===== src/rtl/eth_fcs_pkg.sv =====
// Shared Ethernet FCS definitions: reflected CRC-32 constants, the
// byte-serial CRC step, and the state encoding of the frame sink.
// Used by the FCS sink and by the FCS inserter / generator model.
package eth_fcs_pkg;

  localparam logic [31:0] CRC_POLY    = 32'hEDB88320;
  localparam logic [31:0] CRC_INIT    = 32'hFFFFFFFF;
  // Register value left behind after folding a correct FCS into the CRC.
  localparam logic [31:0] CRC_RESIDUE = 32'hDEBB20E3;

  typedef enum logic [1:0] {
    ST_IDLE = 2'd0,
    ST_RECV = 2'd1,
    ST_DONE = 2'd2
  } sink_state_e;

  // One byte of reflected CRC-32, LSB of the byte first.
  function automatic logic [31:0] crc32_next_byte(logic [31:0] crc, logic [7:0] d);
    logic [31:0] c;
    c = crc ^ {24'h000000, d};
    for (int i = 0; i < 8; i++) begin
      c = c[0] ? ((c >> 1) ^ CRC_POLY) : (c >> 1);
    end
    return c;
  endfunction

endpackage


===== src/rtl/bp_lfsr.sv =====
// Pseudo-random ready generator: 16-bit Fibonacci LFSR (taps 16,14,13,11)
// plus a threshold compare on its low byte.
// Ports:
//   clk, rst        clock, synchronous active-high reset (loads SEED)
//   bp_en_i         1 = random pattern, 0 = ready_next_o held 1
//   ready_next_o    value to register as the next ready / valid
module bp_lfsr #(
  parameter int          THRESH = 192,
  parameter logic [15:0] SEED   = 16'hACE1
) (
  input  logic clk,
  input  logic rst,
  input  logic bp_en_i,
  output logic ready_next_o
);

  // 9 bits so that THRESH = 256 means "always below threshold".
  localparam logic [8:0] THRESH_W = 9'(THRESH);

  logic [15:0] lfsr_q;
  logic [15:0] lfsr_d;
  logic        fb;

  assign fb     = lfsr_q[15] ^ lfsr_q[13] ^ lfsr_q[12] ^ lfsr_q[10];
  assign lfsr_d = {lfsr_q[14:0], fb};

  always_ff @(posedge clk) begin
    if (rst) begin
      lfsr_q <= SEED;
    end else begin
      lfsr_q <= lfsr_d;
    end
  end

  assign ready_next_o = !bp_en_i || ({1'b0, lfsr_q[7:0]} < THRESH_W);

endmodule


===== src/rtl/axi_stream_fcs_sink.sv =====
// Byte-wide AXI-Stream frame sink. Applies pseudo-random backpressure,
// runs CRC-32 over every byte (FCS included) and checks the residue,
// checks length bounds, and reports a per-frame result pulse plus
// running good/error counters.
// Ports:
//   clk, rst          clock, synchronous active-high reset
//   s_axis_*          byte stream in (tdata/tvalid/tlast in, tready out)
//   bp_en             1 = random backpressure, 0 = tready held 1
//   frame_done        one-cycle pulse, result fields valid
//   frame_len         byte count of last frame (saturating 16'hFFFF)
//   crc_ok, len_err   result flags of last frame (held until next frame_done)
//   frames_rcvd, crc_errs, len_errs   wrapping 32-bit counters
//
// Handshake: a beat transfers on a rising edge where tvalid && tready.
// tready is built only from registers (LFSR-driven flop gated by the
// DONE state), never from tvalid, and may drop while tvalid is high.
module axi_stream_fcs_sink
  import eth_fcs_pkg::*;
#(
  parameter int          MIN_BYTES    = 64,
  parameter int          MAX_BYTES    = 1518,
  parameter int          READY_THRESH = 192,
  parameter logic [15:0] SEED         = 16'hACE1
) (
  input  logic        clk,
  input  logic        rst,
  input  logic [7:0]  s_axis_tdata,
  input  logic        s_axis_tvalid,
  output logic        s_axis_tready,
  input  logic        s_axis_tlast,
  input  logic        bp_en,
  output logic        frame_done,
  output logic [15:0] frame_len,
  output logic        crc_ok,
  output logic        len_err,
  output logic [31:0] frames_rcvd,
  output logic [31:0] crc_errs,
  output logic [31:0] len_errs
);

  localparam logic [31:0] MIN_W = 32'(MIN_BYTES);
  localparam logic [31:0] MAX_W = 32'(MAX_BYTES);

  sink_state_e state_q, state_d;
  logic [31:0] crc_q, crc_d;
  logic [15:0] cnt_q, cnt_d;
  logic        tready_q;
  logic        ready_next;
  logic [15:0] frame_len_q, frame_len_d;
  logic        crc_ok_q, crc_ok_d;
  logic        len_err_q, len_err_d;
  logic [31:0] frames_q, frames_d;
  logic [31:0] crc_errs_q, crc_errs_d;
  logic [31:0] len_errs_q, len_errs_d;

  logic        beat;
  logic [31:0] crc_upd;
  logic [15:0] cnt_inc;
  logic        len_bad;

  bp_lfsr #(
    .THRESH (READY_THRESH),
    .SEED   (SEED)
  ) u_bp_lfsr (
    .clk          (clk),
    .rst          (rst),
    .bp_en_i      (bp_en),
    .ready_next_o (ready_next)
  );

  // DONE blocks the stream for its single cycle.
  assign s_axis_tready = tready_q && (state_q != ST_DONE);
  assign beat          = s_axis_tvalid && s_axis_tready;

  assign crc_upd = crc32_next_byte(crc_q, s_axis_tdata);
  assign cnt_inc = (cnt_q == 16'hFFFF) ? cnt_q : cnt_q + 16'd1;
  // A saturated count means the real length is unknown, so it is always bad.
  assign len_bad = (cnt_inc == 16'hFFFF) ||
                   ({16'h0000, cnt_inc} < MIN_W) ||
                   ({16'h0000, cnt_inc} > MAX_W);

  always_comb begin
    state_d     = state_q;
    crc_d       = crc_q;
    cnt_d       = cnt_q;
    frame_len_d = frame_len_q;
    crc_ok_d    = crc_ok_q;
    len_err_d   = len_err_q;
    frames_d    = frames_q;
    crc_errs_d  = crc_errs_q;
    len_errs_d  = len_errs_q;
    case (state_q)
      ST_IDLE, ST_RECV: begin
        if (beat) begin
          crc_d = crc_upd;
          cnt_d = cnt_inc;
          if (s_axis_tlast) begin
            // Results are latched on the tlast beat so they are already
            // stable while frame_done is high.
            state_d     = ST_DONE;
            frame_len_d = cnt_inc;
            crc_ok_d    = (crc_upd == CRC_RESIDUE);
            len_err_d   = len_bad;
          end else begin
            state_d = ST_RECV;
          end
        end
      end
      ST_DONE: begin
        frames_d = frames_q + 32'd1;
        if (!crc_ok_q) crc_errs_d = crc_errs_q + 32'd1;
        if (len_err_q) len_errs_d = len_errs_q + 32'd1;
        crc_d   = CRC_INIT;
        cnt_d   = 16'd0;
        state_d = ST_IDLE;
      end
      default: state_d = ST_IDLE;
    endcase
  end

  always_ff @(posedge clk) begin
    if (rst) begin
      state_q     <= ST_IDLE;
      crc_q       <= CRC_INIT;
      cnt_q       <= 16'd0;
      tready_q    <= 1'b0;
      frame_len_q <= 16'd0;
      crc_ok_q    <= 1'b0;
      len_err_q   <= 1'b0;
      frames_q    <= 32'd0;
      crc_errs_q  <= 32'd0;
      len_errs_q  <= 32'd0;
    end else begin
      state_q     <= state_d;
      crc_q       <= crc_d;
      cnt_q       <= cnt_d;
      tready_q    <= ready_next;
      frame_len_q <= frame_len_d;
      crc_ok_q    <= crc_ok_d;
      len_err_q   <= len_err_d;
      frames_q    <= frames_d;
      crc_errs_q  <= crc_errs_d;
      len_errs_q  <= len_errs_d;
    end
  end

  assign frame_done  = (state_q == ST_DONE);
  assign frame_len   = frame_len_q;
  assign crc_ok      = crc_ok_q;
  assign len_err     = len_err_q;
  assign frames_rcvd = frames_q;
  assign crc_errs    = crc_errs_q;
  assign len_errs    = len_errs_q;

endmodule


===== config.mk =====
export PLATFORM = sky130hd
export DESIGN_NAME = axi_stream_fcs_sink
export DESIGN_NICKNAME = d
export VERILOG_FILES = /design/src/rtl/eth_fcs_pkg.sv /design/src/rtl/bp_lfsr.sv /design/src/rtl/axi_stream_fcs_sink.sv
export SDC_FILE = /design/constraint.sdc
export NUM_CORES = 1
export LEC_CHECK = 0
export BUFFER_PORTS_ARGS = -buffer_cell sky130_fd_sc_hd__buf_2
export CAP_MARGIN = 15
export CORE_ASPECT_RATIO = 1.5
export CORE_MARGIN = 5
export CORE_UTILIZATION = 54
export CTS_BUF_LIST = sky130_fd_sc_hd__clkbuf_8
export DETAILED_ROUTE_END_ITERATION = 8
export MAX_ROUTING_LAYER = met4
export PLACE_DENSITY = 0.79
export SETUP_SLACK_MARGIN = 0.1
export SLEW_MARGIN = 20
export SYNTH_ARGS = -nofsm -noshare
export SYNTH_HDL_FRONTEND = slang
export SYNTH_SLANG_ARGS = --single-unit
export TNS_END_PERCENT = 10

===== constraint.sdc =====
create_clock -name clk -period 2.8 [get_ports clk]
set_input_delay 0.7 -clock clk [delete_from_list [all_inputs] [get_ports clk]]
set_output_delay 0.7 -clock clk [all_outputs]
set_load 0.01 [all_outputs]

==> impl_metrics.csv <==
group,metric,value,unit
hold_path,hold_path_class,"reg -> reg",
yosys,synth_commonest_cells,"181 x sky130_fd_sc_hd__dfxtp_1, 152 x sky130_fd_sc_hd__nor2_1, 95 x sky130_fd_sc_hd__nand2_1, 84 x sky130_fd_sc_hd__xor2_1, 73 x sky130_fd_sc_hd__xnor2_1",
power_and_ir_drop,vdd_drop_max,0.337,mV
timing,slew_viol_final,0,
floorplanning,die_height,165,um
detailed_routing,antenna_violating_nets_post_route,0,
timing,fin_worst_skew,0.0169,ns
flow_run,cap_viol_max_count,0,
yosys,synth_seq_area_share,41.9,%
yosys,synth-seq-cells,181,
yosys,synth_top_flop_cell,"sky130_fd_sc_hd__dfxtp_1",
timing,rsz_0062_raised_after_global_routing,"true",
timing,maxSlewHeadroom,45.8,%
yosys,synthesis.area_per_instance,8.48,um2
yosys,synth_most_common_cell,"sky130_fd_sc_hd__dfxtp_1",
timing,worst-slew-pin-transition,0.813,ns
finish,layout-drive-gt1-share,21.8,%
power_and_ir_drop,power-per-cell-area,549,nW/um2
floorplanning,floorplan.initialDensity,55.1,%
finish,nets,1208,
yosys,synth_top_area_share,41.9,%
timing,setup_viol,0,
clock_network,cts_made_buffers,17,
setup_path,nature_of_the_critical_path_startpoint,"register",
placement,globalplace.congestion,1.04,
floorplanning,std_cell_rows,56,
timing,finalWorstSetupSlack,0.210,ns
global_route,first_global_vias,7262,
timing,accumulated_negative_setup_slack,0,ns
power_and_ir_drop,power_leakage,4.36,nW
timing,fmax,386,MHz
finish,final_instance_area,10500,um2
yosys,synth.net_count,1038,
setup_path,arrival,2.99,ns
placement,pre_cts_slack,-0.218,ns
run_status,run_status,"complete, no violations",
placement,placement.io_buffers,128,
timing,total_count_of_hold_check_failures_in_the_final_report,0,
detailed_routing,drt-wirelength-per-cell,15.2,um
clock_network,htree_num_levels,4,
yosys,ys_top_cells_by_area,"sky130_fd_sc_hd__dfxtp_1 42%, sky130_fd_sc_hd__xor2_1 8.5%, sky130_fd_sc_hd__xnor2_1 7.4%",
clock_network,clk_latency,0.46,ns
setup_path,criticalPathCategory,"reg -> reg",
floorplanning,die_width,113,um
detailed_routing,vias,7721,
yosys,asyncSetResetFlopFracSynth,0,%
global_route,antenna_found_initial,1,
setup_path,critPathCaptureType,"register",
setup_path,worstPathRequired,3.20,ns
detailed_routing,finalWirelength,21.4,mm
setup_path,cp_max_fo,5,
yosys,mappedNetlistArea,8650,um2
yosys,yosys.cell_types.count,60,
detailed_routing,detailedRoute.firstIterationViolations,539,
timing,final_period_minus_worst_setup_slack,2.59,ns
clock_network,cts_root_buf,"sky130_fd_sc_hd__clkbuf_8",
clock_network,cts_tree,"done",
clock_network,numClockSinks,181,
timing,timing.final.crit_share,92.5,%
global_route,grt_start_max_net_pins,85,
global_route,grtUsageTotal,23.5,%
detailed_routing,drt_first_pass_iters,5,
floorplanning,fp.dieArea,18700,um2
yosys,synthesis.instances,1020,
finish,syn2layout_area_growth,21.1,%
clock_network,clock_tree.buffer_depth,2,
detailed_routing,number_of_drc_violations_after_detailed_routing,0,
global_route,grt_remaining_overflow,0,
finish,fillerInstances,1317,
placement,hpwl,15.8,mm
placement,detailed_place.area,9980,um2
detailed_routing,route.detailed.vias_per_inst,5.49,
clock_network,clkSlewWorstSetupHoldPaths,0.11,ns
yosys,synth_edf_count,0,
floorplanning,floorplan.core_area,15700,um2
global_route,global_route_wire_length_before_repair,34.6,mm
yosys,yosys_warnings,0,
floorplanning,design.portCount,129,
yosys,synth_top_area_cell,"sky130_fd_sc_hd__dfxtp_1",
-- registers in the layout, indices dropped and copies added, names as in the netlist --
signal	count
crc_errs	32
crc_q	32
frames_rcvd	32
len_errs	32
cnt_q	16
frame_len	16
u_bp_lfsr.lfsr_q	16
state_q	2
crc_ok	1
len_err	1
tready_q	1
-- critical path, cell delays in order (launching register included) --
cell                       delay (ns)
sky130_fd_sc_hd__dfxtp_1         0.36
sky130_fd_sc_hd__nor3b_1         0.52
sky130_fd_sc_hd__and3_1          0.31
sky130_fd_sc_hd__nor3b_1         0.35
sky130_fd_sc_hd__and4_1          0.33
sky130_fd_sc_hd__nand2b_1        0.15
sky130_fd_sc_hd__or3_1           0.37
sky130_fd_sc_hd__a21oi_1         0.15
-- power breakdown --
group | switching, mW | internal, mW
combinational | 0.567 | 0.537
sequential | 0.0534 | 2.64
clock | 1.03 | 0.922
-- worst paths after layout --
path              depth (start not counted)  slack [ns]           startpoint                  end
setup / recovery                          7        0.21           state_q[0]         crc_errs[31]
setup reg to reg                          7        0.21           state_q[0]         crc_errs[31]
hold reg to reg                           1        0.43  u_bp_lfsr.lfsr_q[5]  u_bp_lfsr.lfsr_q[6]
hold / removal                            1        0.43  u_bp_lfsr.lfsr_q[5]  u_bp_lfsr.lfsr_q[6]
-- repair_timing --
item | in CTS | in global routing
resized for setup | 0 | 7
hold buffers | 0 | 0
buffers inserted | 0 | 2
setup endpoints to repair | 0 | 5
-- cell type report --
type	count	area [um2]	area share (%)
well taps	203	254	2.42
multi-input cells	772	4870	46.5
repair buffers	204	1230	11.7
inverters	14	52.6	0.502
clock inverters	15	213	2.03
clock buffers	17	234	2.23
diodes	1	2.50	0.0239
flip-flops and latches	181	3620	34.6
-- routing by layer --
metal  part of all wire, %  up-vias  track usage [%]  routed length, um
met5                     0        -                -                  0
met4                   4.0        0             11.2                856
met2                    51      226             40.9              10900
met3                   4.9       53             3.78               1040
met1                    40     3596             26.1               8600
li1                      -     3846                -                  -
-- cells in the final DEF (no fill, tap or decap), types with 3 or more instances in the layout --
cell,netlist,routed
sky130_fd_sc_hd__a211oi_1,9,9
sky130_fd_sc_hd__a21oi_1,33,33
sky130_fd_sc_hd__a31oi_1,11,11
sky130_fd_sc_hd__and2_1,9,9
sky130_fd_sc_hd__and3_1,19,19
sky130_fd_sc_hd__and4_1,8,8
sky130_fd_sc_hd__buf_2,1,127
sky130_fd_sc_hd__buf_4,0,76
sky130_fd_sc_hd__bufinv_16,0,3
sky130_fd_sc_hd__clkbuf_8,0,17
sky130_fd_sc_hd__dfxtp_1,181,181
sky130_fd_sc_hd__ha_1,5,5
sky130_fd_sc_hd__inv_1,13,13
sky130_fd_sc_hd__inv_6,0,4
sky130_fd_sc_hd__mux2i_1,6,6
sky130_fd_sc_hd__nand2_1,95,95
sky130_fd_sc_hd__nand2b_1,12,12
sky130_fd_sc_hd__nand3_1,52,52
sky130_fd_sc_hd__nand3b_1,4,4
sky130_fd_sc_hd__nand4_1,30,30
sky130_fd_sc_hd__nor2_1,152,151
sky130_fd_sc_hd__nor2b_1,11,11
sky130_fd_sc_hd__nor3_1,19,19
sky130_fd_sc_hd__nor3b_1,4,4
sky130_fd_sc_hd__nor4_1,9,8
sky130_fd_sc_hd__o211ai_1,30,30
sky130_fd_sc_hd__o21ai_0,22,21
sky130_fd_sc_hd__o21bai_1,3,3
sky130_fd_sc_hd__o22ai_1,4,4
sky130_fd_sc_hd__or2_2,11,11
sky130_fd_sc_hd__or3_1,17,17
sky130_fd_sc_hd__xnor2_1,73,71
sky130_fd_sc_hd__xnor2_2,4,3
sky130_fd_sc_hd__xnor2_4,1,4
sky130_fd_sc_hd__xor2_1,84,83
-- through the flow --
stage | std cells | hold slack [ns] | util (%) | power, mW
after floorplan | 1020 | 0.389 | - | 3.44
after global placement | 1372 | 0.395 | 63.6 | 3.84
after detailed placement | 1372 | 0.397 | 63.6 | 3.85
after CTS | 1404 | 0.429 | 66.4 | 5.79
after global routing | 1407 | 0.435 | 66.7 | 6.01
final | 1407 | 0.426 | 66.7 | 5.75
-- cells by family (layout without fill, tap and decap cells) --
group / Yosys count / count (layout) / synth area share [%]
xor+xnor: 165 / 165 / 17.9
buf+inv: 67 / 250 / 2.92
compound gates: 132 / 132 / 9.82
fa+ha+maj: 5 / 5 / 0.723
simple gates: 464 / 464 / 26.1
flops: 181 / 181 / 41.9
mux: 6 / 6 / 0.694
other cells: 0 / 1 / 0
No activity file was read; power rests on OpenSTA's default activity.
